==> src/rtl/smaesh_key_loader.sv <==
// Masked AES key loader: captures a d-share key on command and streams it to the
// core one 32-bit word per valid/ready handshake, share by share.
module smaesh_key_loader #(
    parameter int d = 2
) (
    input  logic              clk,
    input  logic              rst,
    input  logic              cmd_valid,
    output logic              cmd_ready,
    input  logic [256*d-1:0]  cmd_key_shares,
    input  logic [1:0]        cmd_size_cfg,
    input  logic              cmd_inverse,
    output logic              out_key_valid,
    input  logic              out_key_ready,
    output logic [31:0]       out_key_data,
    output logic [1:0]        out_key_size_cfg,
    output logic              out_key_mode_inverse,
    output logic              busy,
    output logic              done,
    output logic              err
);

    localparam int SHARE_W = (d > 1) ? $clog2(d) : 1;
    localparam int WORDS   = 8 * d;
    localparam int IDX_W   = $clog2(WORDS);

    localparam logic [1:0] SIZE_128  = 2'b00;
    localparam logic [1:0] SIZE_192  = 2'b01;
    localparam logic [1:0] SIZE_RSVD = 2'b11;

    typedef enum logic {
        IDLE,
        SEND
    } state_t;

    state_t                     state_q, state_d;
    logic [2:0]                 word_cnt_q, word_cnt_d;
    logic [SHARE_W-1:0]         share_cnt_q, share_cnt_d;
    logic                       done_q, done_d;
    logic                       err_q, err_d;
    logic                       load;

    // Latched key viewed as 8 words per share, share 0 in the low words.
    logic [WORDS-1:0][31:0]     key_q;
    logic [1:0]                 size_q;
    logic                       inv_q;

    logic [2:0]                 word_last_idx;
    logic                       word_last;
    logic                       share_last;
    logic [IDX_W-1:0]           word_idx;

    // Last word index within one share for the latched key size.
    always_comb begin
        case (size_q)
            SIZE_128: word_last_idx = 3'd3;
            SIZE_192: word_last_idx = 3'd5;
            default:  word_last_idx = 3'd7;
        endcase
    end

    assign word_last  = (word_cnt_q == word_last_idx);
    assign share_last = (share_cnt_q == SHARE_W'(d - 1));
    assign word_idx   = IDX_W'({share_cnt_q, word_cnt_q});

    // NOTE: every signal driven here gets a default first, so no path can infer a latch.
    always_comb begin
        state_d     = state_q;
        word_cnt_d  = word_cnt_q;
        share_cnt_d = share_cnt_q;
        done_d      = 1'b0;
        err_d       = 1'b0;
        load        = 1'b0;

        case (state_q)
            IDLE: begin
                if (cmd_valid) begin
                    if (cmd_size_cfg == SIZE_RSVD) begin
                        err_d = 1'b1;
                    end else begin
                        load        = 1'b1;
                        word_cnt_d  = '0;
                        share_cnt_d = '0;
                        state_d     = SEND;
                    end
                end
            end
            SEND: begin
                if (out_key_ready) begin
                    if (word_last) begin
                        word_cnt_d = '0;
                        if (share_last) begin
                            state_d = IDLE;
                            done_d  = 1'b1;
                        end else begin
                            share_cnt_d = share_cnt_q + 1'b1;
                        end
                    end else begin
                        word_cnt_d = word_cnt_q + 3'd1;
                    end
                end
            end
            default: state_d = IDLE;
        endcase
    end

    // NOTE: sequential state uses non-blocking assignments so all registers update together.
    always_ff @(posedge clk) begin
        if (rst) begin
            state_q     <= IDLE;
            word_cnt_q  <= '0;
            share_cnt_q <= '0;
            done_q      <= 1'b0;
            err_q       <= 1'b0;
        end else begin
            state_q     <= state_d;
            word_cnt_q  <= word_cnt_d;
            share_cnt_q <= share_cnt_d;
            done_q      <= done_d;
            err_q       <= err_d;
        end
    end

    // NOTE: the key store is cleared on reset so no stale key material survives it.
    always_ff @(posedge clk) begin
        if (rst) begin
            key_q  <= '0;
            size_q <= SIZE_128;
            inv_q  <= 1'b0;
        end else if (load) begin
            key_q  <= cmd_key_shares;
            size_q <= cmd_size_cfg;
            inv_q  <= cmd_inverse;
        end
    end

    assign cmd_ready            = (state_q == IDLE);
    assign busy                 = (state_q == SEND);
    assign out_key_valid        = (state_q == SEND);
    assign out_key_data         = out_key_valid ? key_q[word_idx] : 32'h0;
    assign out_key_size_cfg     = size_q;
    assign out_key_mode_inverse = inv_q;
    assign done                 = done_q;
    assign err                  = err_q;

endmodule

==> config.mk <==
export PLATFORM = sky130hd
export DESIGN_NAME = smaesh_key_loader
export DESIGN_NICKNAME = d
export VERILOG_FILES = /design/src/rtl/smaesh_key_loader.sv
export SDC_FILE = /design/constraint.sdc
export NUM_CORES = 1
export LEC_CHECK = 0
export CAP_MARGIN = 20
export CORE_UTILIZATION = 45
export DETAILED_ROUTE_END_ITERATION = 10
export GPL_ROUTABILITY_DRIVEN = 1
export PLACE_DENSITY = 0.76
export SYNTH_ARGS = -nofsm -noshare
export SYNTH_HDL_FRONTEND = slang
export SYNTH_SLANG_ARGS = --single-unit
==> constraint.sdc <==
create_clock -name clk -period 2.7 [get_ports clk]
set_input_delay 0.81 -clock clk [delete_from_list [all_inputs] [get_ports clk]]
set_output_delay 0.81 -clock clk [all_outputs]
set_load 0.005 [all_outputs]
== Word-level counts from Yosys, hierarchy flattened ==
Cells that the tools add are included.
W data, S select, Z words.

* Reductions and logical operators: 5
* Mux-type cells: 24
* Eq/ne operators: 7
* $mul: 0
* Divide/modulo/power cells: 0
* Add/subtract/negate cells: 2
* Bitwise gates (word level): 4
* Order comparisons: 1
* Shifts and indexed selects: 0

{| class="wikitable"
|+ Operators with widths
! cell !! count
|-
| $bmux W32 S4 || 1
|-
| $mux W32 || 2
|-
| $mux W1 || 13
|-
| $mux W3 || 4
|-
| $pmux W3 S2 || 2
|-
| $ne A2 B2 Y1 const B || 3
|-
| $lt A4 B5 Y1 const B || 1
|-
| $not A1 Y1 || 4
|-
| $pmux W1 S2 || 2
|-
| $reduce_and A4 Y1 || 1
|-
| $reduce_or A4 Y1 || 1
|-
| $add A3 B1 Y3 const B || 1
|-
| $eq A3 B3 Y1 || 1
|-
| $reduce_and A3 Y1 || 1
|-
| $reduce_or A3 Y1 || 1
|-
| $eq A2 B1 Y1 const B || 1
|-
| $eq A2 B2 Y1 const B || 1
|-
| $logic_not A2 Y1 || 1
|-
| $ne A2 B1 Y1 const B || 1
|-
| $add A1 B1 Y1 const B || 1
|}

* Output and inout port bits: 40
* RAM bits: 0
* Bits in registers: 522
* Memories: 0
* ROM bits: 0
* Latch bits: 0

== Depth between registers and ports, before layout ==
Gate-level depths: netlist of run 1.

* Word-level depth: 6
* Gate-level depth with buffers: 7

== Worst setup path after synthesis of run 1 ==
No wires, ideal clock.

* Path type: reg2out
* Start point: register word_cnt_q[2]
* End point: output port out_key_data[10]
* Path slack: 326 ps
* Cell stages (with the launch flop): 6
* Data required time: 1,890 ps
* Arrival time: 1,564 ps
* Cell sequence: dfxtp_1 > buf_2 > buf_2 > mux4_2 > a22oi_1 > o31ai_1

* Word-level cells in the longest chain between the ends: 3

{| class="wikitable"
|+ Ends and longest elaborated chain
! item !! RTL line !! text
|-
| from (decl) || 37 || <nowiki>logic [2:0] word_cnt_q, word_cnt_d;</nowiki>
|-
| from (signal assigned) || 117 || <nowiki>word_cnt_q <= word_cnt_d;</nowiki>
|-
| $bmux W32 S4 || 140 || <nowiki>assign out_key_data = out_key_valid ? key_q[word_idx] : 32'h0;</nowiki>
|-
| $mux W32 (not written as such) || 140 ||
|-
| $mux W32 || 140 ||
|-
| to (decl) || 15 || <nowiki>output logic [31:0] out_key_data,</nowiki>
|}

No other way between the ends. The select of a mux whose other input is x is not followed.

== Final worst setup path of run 1 ==
* Start point: register word_cnt_q[0]
* End point: output port out_key_data[3]

The elaborated chain is that of the path after synthesis.

==> impl_metrics.yaml, run 1 <==
status:
  status: "finished, violations left"
  violations: "setup timing"
yosys:
  synth-main-ff-cell: "dfxtp_1"
  synth_cell_types: 43
  synthCells: 2758
  syn-num-nets: 3278
  yosys_warnings: 0
  syn_area_mm2: 0.02372
  syn_area_per_cell_um2: 8.599
  synthArstFlopShare_pct: 0
  synth-seq-area-share_pct: 44.06
  synth_seq_cells: 522
  synth_edf_count: 0
finish:
  nets: 3771
  drive_gt1_share_pct: 16.64
  area_growth_pct: 43.62
  nFillCells: 4144
worst_setup_path:
  reg2regPathDepth: 9
  worstPathCellList: "buf_6, buf_8, buf_4, buf_6, buf_6, mux4_2, a2bb2oi_2, o2bb2ai_2, buf_6"
  path_common_cell: "buf_6"
  r2r_setup_slack_ns: 0.72
  r2r_end: "word_cnt_q[2]$_SDFFE_PP0P_"
  slowest_delay_ns: 0.56
  end_kind: "primary output"
  cp_max_fo: 4
  path_class: "reg2out"
  critPathSlowestCell: "mux4_2"
  worstPathRequired_ns: 1.89
  reg2reg_from: "word_cnt_q[0]$_SDFFE_PP0P_"
  cp-start-kind: "flip-flop"
  worstPathArrival_ns: 2.58
die:
  initial_utilization_pct: 45.86
  rows: 83
  die-area_mm2: 0.05362
  die_y_um: 231.6
  pin_count: 559
  core_area_mm2: 0.05172
  die_x_um: 231.6
sta:
  tns_ns: -18.36
  rsz0062_at_grt: "true"
  min_period_ns: 3.391
  relSlewSlack_pct: 61.21
  clock.fmax_ghz: 0.2949
  slew_viol_final: 0
  setup_violations: 32
  hold_viol: 0
  fin_ws_ns: -0.6906
  post-route-period-util_pct: 125.6
  tightest_slew_ns: 0.5818
  fin_worst_skew_ns: 0.03335
grt:
  overflow: 0
  grt_pass1_vias: 23680
  grt.total_usage_pct: 35.86
  grt_pass1_wl_mm: 145.5
  antenna_found_initial: 19
  grt_start_max_net_pins: 126
power:
  powerDensity_mw_per_mm2: 578.2
  p_leak_uw: 0.01186
  vdd_drop_max_mv: 0.4657
min_path:
  min_to: "key_q[302]$_SDFFE_PP0P_"
  min_path_type: "reg2reg"
  hold_depth: 2
  min_from: "key_q[302]$_SDFFE_PP0P_"
route:
  routed_wl_mm: 99.94
  drt-initial-drc-count: 3519
  drt-pass1-iter-count: 5
  avgViaCountPerCell: 6.268
  via_count: 24990
  ant_nets: 0
  post_drt_wl_per_cell_um: 25.07
  drc: 0
cts:
  clock-root-buffer: "clkbuf_16"
  cts_buffers: 54
  clock_sinks: 522
  htreeDepth: 2
  worstSkewPairLatency_ns: 0.62
  hold_buffers: 0
  clkTransAtPathRegs_ns: 0.07
  tritoncts: "done"
  cts_buffer_depth: 3
placed_design:
  place_hpwl_mm: 72.36
  port_buffers: 558
  dp_slack_ns: -0.4277
  gp_congestion: 0.9842
flow_run:
  maxCapViolCount: 0
routing by layer:
layer  vias to the layer above  track usage [%]  routed length [µm]
met5                         -                0                  44
met4                         6            18.40                5298
met3                       216            7.197               10030
met2                      1470            54.83               44740
met1                     12080            47.87               39820
li1                      11220                -                   -
synth_stat cells (3+ instances only):
cell / instances / share of area (%)
buf_1: 8 / 0.13
a22o_1: 21 / 0.78
dfxtp_1: 522 / 44
buf_6: 5 / 0.24
mux4_2: 75 / 7.1
o22ai_1: 22 / 0.58
clkbuf_1: 254 / 4.0
a22oi_1: 21 / 0.66
buf_4: 11 / 0.35
mux2_2: 42 / 2.0
nand3_1: 513 / 11
nand2b_1: 3 / 0.079
buf_12: 3 / 0.25
o21ai_0: 514 / 11
a21oi_1: 525 / 11
buf_2: 59 / 1.2
mux2i_1: 75 / 3.2
nor2_1: 6 / 0.095
nor3b_1: 3 / 0.095
nand2_1: 7 / 0.11
nor3_1: 3 / 0.063
o2bb2ai_1: 10 / 0.37
a2bb2oi_1: 10 / 0.37
o31ai_1: 21 / 0.66
state kept, by name, summed over array words and instances, names as in the netlist:
signal / flops
err: 1
share_cnt_q: 1
busy: 1
out_key_size_cfg: 2
key_q: 512
out_key_mode_inverse: 1
done: 1
word_cnt_q: 3
final cells by class:
class                      instances  area, µm²  area share [%]
tap                              680      850.8           2.498
clock buffer                      73       1514           4.445
antenna                           14      35.03          0.1029
clock inverter                    25      331.6          0.9735
inverter                           3      11.26         0.03306
timing repair buffer             777       8393           24.64
multi-input combinational       1893      12470           36.60
sequential                       522      10460           30.71
what timing repair did:
action,CTS,global route
pin swaps,35,16
cloned,6,1
resized for setup,267,45
setup buffers,32,16
endpoints found under the setup margin,32,34
cell families (layout without fill, tap and decap cells):
kind of cell	count (synthesis)	count (layout)	synth area share, %
other	0	14	0
DFF	522	522	44.06
and+or+nand+nor	546	546	11.60
xor gates and xnor gates	1	1	0.03694
muxes	192	192	12.28
AOI/OAI and AO/OA	1153	1153	25.69
adders and majority gates	1	1	0.05275
buffers and inverters	343	878	6.278
critical path: cells and delay by family, from the launching register on:
kind            cells  cell delay, ns
buf+inv             6            0.66
compound gates      2            0.34
flops               1            0.40
mux                 1            0.56
cell usage in the layout, fill, tap and decap left out, types with 11 or more instances in the layout:
cell             instances
o21ai_0                514
buf_12                  81
nand3_1                513
clkbuf_16               56
o31ai_2                 12
a22o_1                  20
clkbuf_1                11
diode_2                 14
clkdlybuf4s50_1        525
mux4_2                  75
buf_6                   30
buf_4                  105
a22oi_2                 20
buf_2                   22
mux2i_1                 67
mux2_2                  34
dfxtp_1                519
a21oi_1                524
where the power goes:
group	leakage (µW)	switching, µW	internal (µW)
clock network	0.000894	3250	4610
logic	0.00668	1710	1690
registers	0.00428	281	8160
total	0.0119	5240	14500
metrics by stage:
stage	instance area (µm²)	instances	power [µW]	hold slack [ns]	util (%)
finish	34060	3987	19700	0.4758	65.86
global route	34050	3984	20270	0.4861	65.84
CTS	33770	3963	19610	0.4753	65.30
detailed placement	30990	3839	11700	0.4661	59.93
global placement	30990	3839	11630	0.4583	59.93
floorplan	23720	2758	10000	0.4502	-
worst max-delay path by stage:
stage / startpoint / to
2_1_floorplan: word_cnt_q[2]$_SDFFE_PP0P_ / out_key_data[10]
3_3_place_gp: word_cnt_q[0]$_SDFFE_PP0P_ / out_key_data[9]
3_5_place_dp: word_cnt_q[0]$_SDFFE_PP0P_ / out_key_data[0]
4_1_cts: word_cnt_q[0]$_SDFFE_PP0P_ / out_key_data[13]
5_1_grt: word_cnt_q[0]$_SDFFE_PP0P_ / out_key_data[3]
6_report: word_cnt_q[0]$_SDFFE_PP0P_ / out_key_data[3]
Power figures use the tool's default switching activity.
==> run 2: changes to the inputs <==
--- a/config.mk
+++ b/config.mk
@@ -9,6 +9,7 @@
 export CORE_UTILIZATION = 45
 export DETAILED_ROUTE_END_ITERATION = 10
 export GPL_ROUTABILITY_DRIVEN = 1
+export GPL_TIMING_DRIVEN = 0
 export PLACE_DENSITY = 0.76
 export SYNTH_ARGS = -nofsm -noshare
 export SYNTH_HDL_FRONTEND = slang
==> constraint.sdc (replaced) <==
create_clock -name clk -period 3.8 [get_ports clk]
set_input_delay 1.14 -clock clk [delete_from_list [all_inputs] [get_ports clk]]
set_output_delay 1.14 -clock clk [all_outputs]
set_load 0.005 [all_outputs]
==> run 2 against run 1 <==
Non-clock buffer count grew 155. The flow still finishes with violations (setup timing). Global-route usage rose by 8.2 points. Setup slack better by 0.47 ns. Largest cell class unchanged. Die area unchanged. Clock skew is 0.024 ns lower. Register-to-register slack better by 0.69 ns. Utilization fell by 1.4 points. Via count rose by 7.9%. Largest power group unchanged. First-iteration DRC count grew 6.0%. Clock-buffer cell count up 8. Wire length up 23%. Highest routed layer unchanged.
==> impl_metrics.yaml, run 2 (synthesized netlist as in run 1, its figures left out) <==
placed_design:
  place_hpwl_mm: 95.00
  dpl.cell_count: 3995
  gp_congestion: 1.048
  port_buffers: 557
  dp_slack_ns: -0.6972
  place_area_mm2: 0.03014
worst_setup_path:
  crit_family: "compound AO/OA/AOI/OAI gates"
  slowest_delay_ns: 0.55
  worstPathCellList: "buf_6, buf_12, buf_12, buf_6, mux4_2, a22oi_2, o31ai_4, buf_2"
  cp-start-kind: "flip-flop"
  end_kind: "primary output"
  r2r_setup_slack_ns: 1.41
  path_class: "reg2out"
  r2r_end: "key_q[143]$_SDFFE_PP0P_"
  reg2regPathDepth: 6
  reg2reg_from: "busy$_SDFF_PP0_"
  path_buf_inv: 5
  worstPathArrival_ns: 2.88
  critPathSlowestCell: "mux4_2"
  worstPathRequired_ns: 2.66
  cp_max_fo: 7
cts:
  tritoncts: "done"
  clkTransAtPathRegs_ns: 0.06
  clock-root-buffer: "clkbuf_16"
  htreeDepth: 2
  hold_buffers: 0
  cts_buffer_depth: 3
  cts_buffers: 55
  clock_sinks: 522
  worstSkewPairLatency_ns: 0.61
route:
  via_count: 26970
  drt-pass1-iter-count: 8
  ant_nets: 0
  post_drt_wl_per_cell_um: 29.63
  drc: 0
  avgViaCountPerCell: 6.520
  routed_wl_mm: 122.5
  route.met2.wl_mm: 52.93
  route.layer.met1.wl_mm: 47.72
  wl_met3_mm: 14.59
  top_layer: "met5"
  drt-initial-drc-count: 3731
sta:
  clock.fmax_ghz: 0.2487
  post-route-period-util_pct: 105.8
  hold_viol: 0
  slew_viol_final: 0
  fin_worst_skew_ns: 0.009443
  fin_ws_ns: -0.2202
  min_period_ns: 4.020
  tightest_slew_ns: 0.9520
  fin_hold_ws_ns: 0.4746
  setup_violations: 14
  rsz0062_at_grt: "true"
  relSlewSlack_pct: 36.53
min_path:
  hold_depth: 2
  min_path_type: "reg2reg"
  min_to: "key_q[391]$_SDFFE_PP0P_"
  min_from: "key_q[391]$_SDFFE_PP0P_"
power:
  p_leak_uw: 0.01143
  powerDensity_mw_per_mm2: 430.0
  vdd_drop_max_mv: 0.3902
finish:
  stdcell_area_mm2: 0.03336
  final_util_pct: 64.50
  nets: 3927
  drive_gt1_share_pct: 13.33
  final_cell_mix: "clkdlybuf4s50_1 (525), a21oi_1 (524), dfxtp_1 (520)"
  area_growth_pct: 40.66
  regMostFlops: "key_q"
  final_common_cell: "clkdlybuf4s50_1"
  stdcell_count: 4136
  largest_register_ffs: 512
flow_run:
  maxCapViolCount: 0
grt:
  grt_pass1_wl_mm: 171.7
  grt_pass1_vias: 25620
  grt_start_max_net_pins: 14
  antenna_found_initial: 5
  grt.total_usage_pct: 44.05
  overflow: 0
die:
  pin_count: 559
  die_x_um: 231.6
  die-area_mm2: 0.05362
  initial_utilization_pct: 45.86
  core_area_mm2: 0.05172
  rows: 83
  die_y_um: 231.6
status:
  status: "finished, violations left"
  violations: "setup timing"
run 2: cell types whose count changed in the layout (fill, tap and decap cells not counted), moves of 8 or more:
cell	delta
buf_12	-56
buf_2	+43
buf_4	-77
buf_6	-20
clkbuf_1	+232
clkbuf_2	+8
clkbuf_8	+13
diode_2	-10
mux2i_1	-12
run 2: routing by layer:
metal	GRT usage, %	vias to the layer above
met1	58.03	13160
met4	23.58	4
met3	10.49	344
li1	-	11510
met2	66.58	1952
met5	0.09191	-
run 2: layout make-up:
class,count,area (µm²)
clock buffer,81,1667
fill,4328,18360
sequential,522,10450
timing repair buffer,593,5901
antenna,4,10.01
buffer,339,1764
inverter,3,12.51
multi-input combinational,1893,12440
tap,680,850.8
clock inverter,21,264.0
run 2: stage by stage:
step           total power (µW)  setup TNS, ns
2_1_floorplan              7106              0
3_3_place_gp               8355         -7.997
3_5_place_dp               8397         -7.769
4_1_cts                   14190        -0.2779
5_1_grt                   14640        -0.7187
6_report                  14340         -1.088
run 2: where the power goes:
group          internal (µW)  switching, µW
registers               5800            230
logic                   1090           1410
clock network           3440           2380
total                  10300           4020
run 2: worst max-delay path by stage:
stage | startpoint | cells past startpoint | to | slack [ns]
5_1_grt | word_cnt_q[0]$_SDFFE_PP0P_ | 8 | out_key_data[8] | -0.19
4_1_cts | word_cnt_q[0]$_SDFFE_PP0P_ | 8 | out_key_data[11] | -0.07
3_3_place_gp | word_cnt_q[1]$_SDFFE_PP0P_ | 7 | out_key_data[4] | -0.75
3_5_place_dp | word_cnt_q[1]$_SDFFE_PP0P_ | 7 | out_key_data[4] | -0.70
6_report | word_cnt_q[0]$_SDFFE_PP0P_ | 8 | out_key_data[8] | -0.22
2_1_floorplan | word_cnt_q[2]$_SDFFE_PP0P_ | 5 | out_key_data[10] | 1.10
run 2: worst min-delay path, delay by kind of cell, from the launching register on:
family	cells	cell delay, ns
flip-flops	1	0.30
AO/OA/AOI/OAI	2	0.12
run 2: what timing repair did:
item | 4_1_cts | 5_1_grt
cloned | 2 | 0
gates resized for setup | 288 | 35
endpoints found under the setup margin | 32 | 25
pin swaps | 30 | 12
setup buffers | 25 | 11
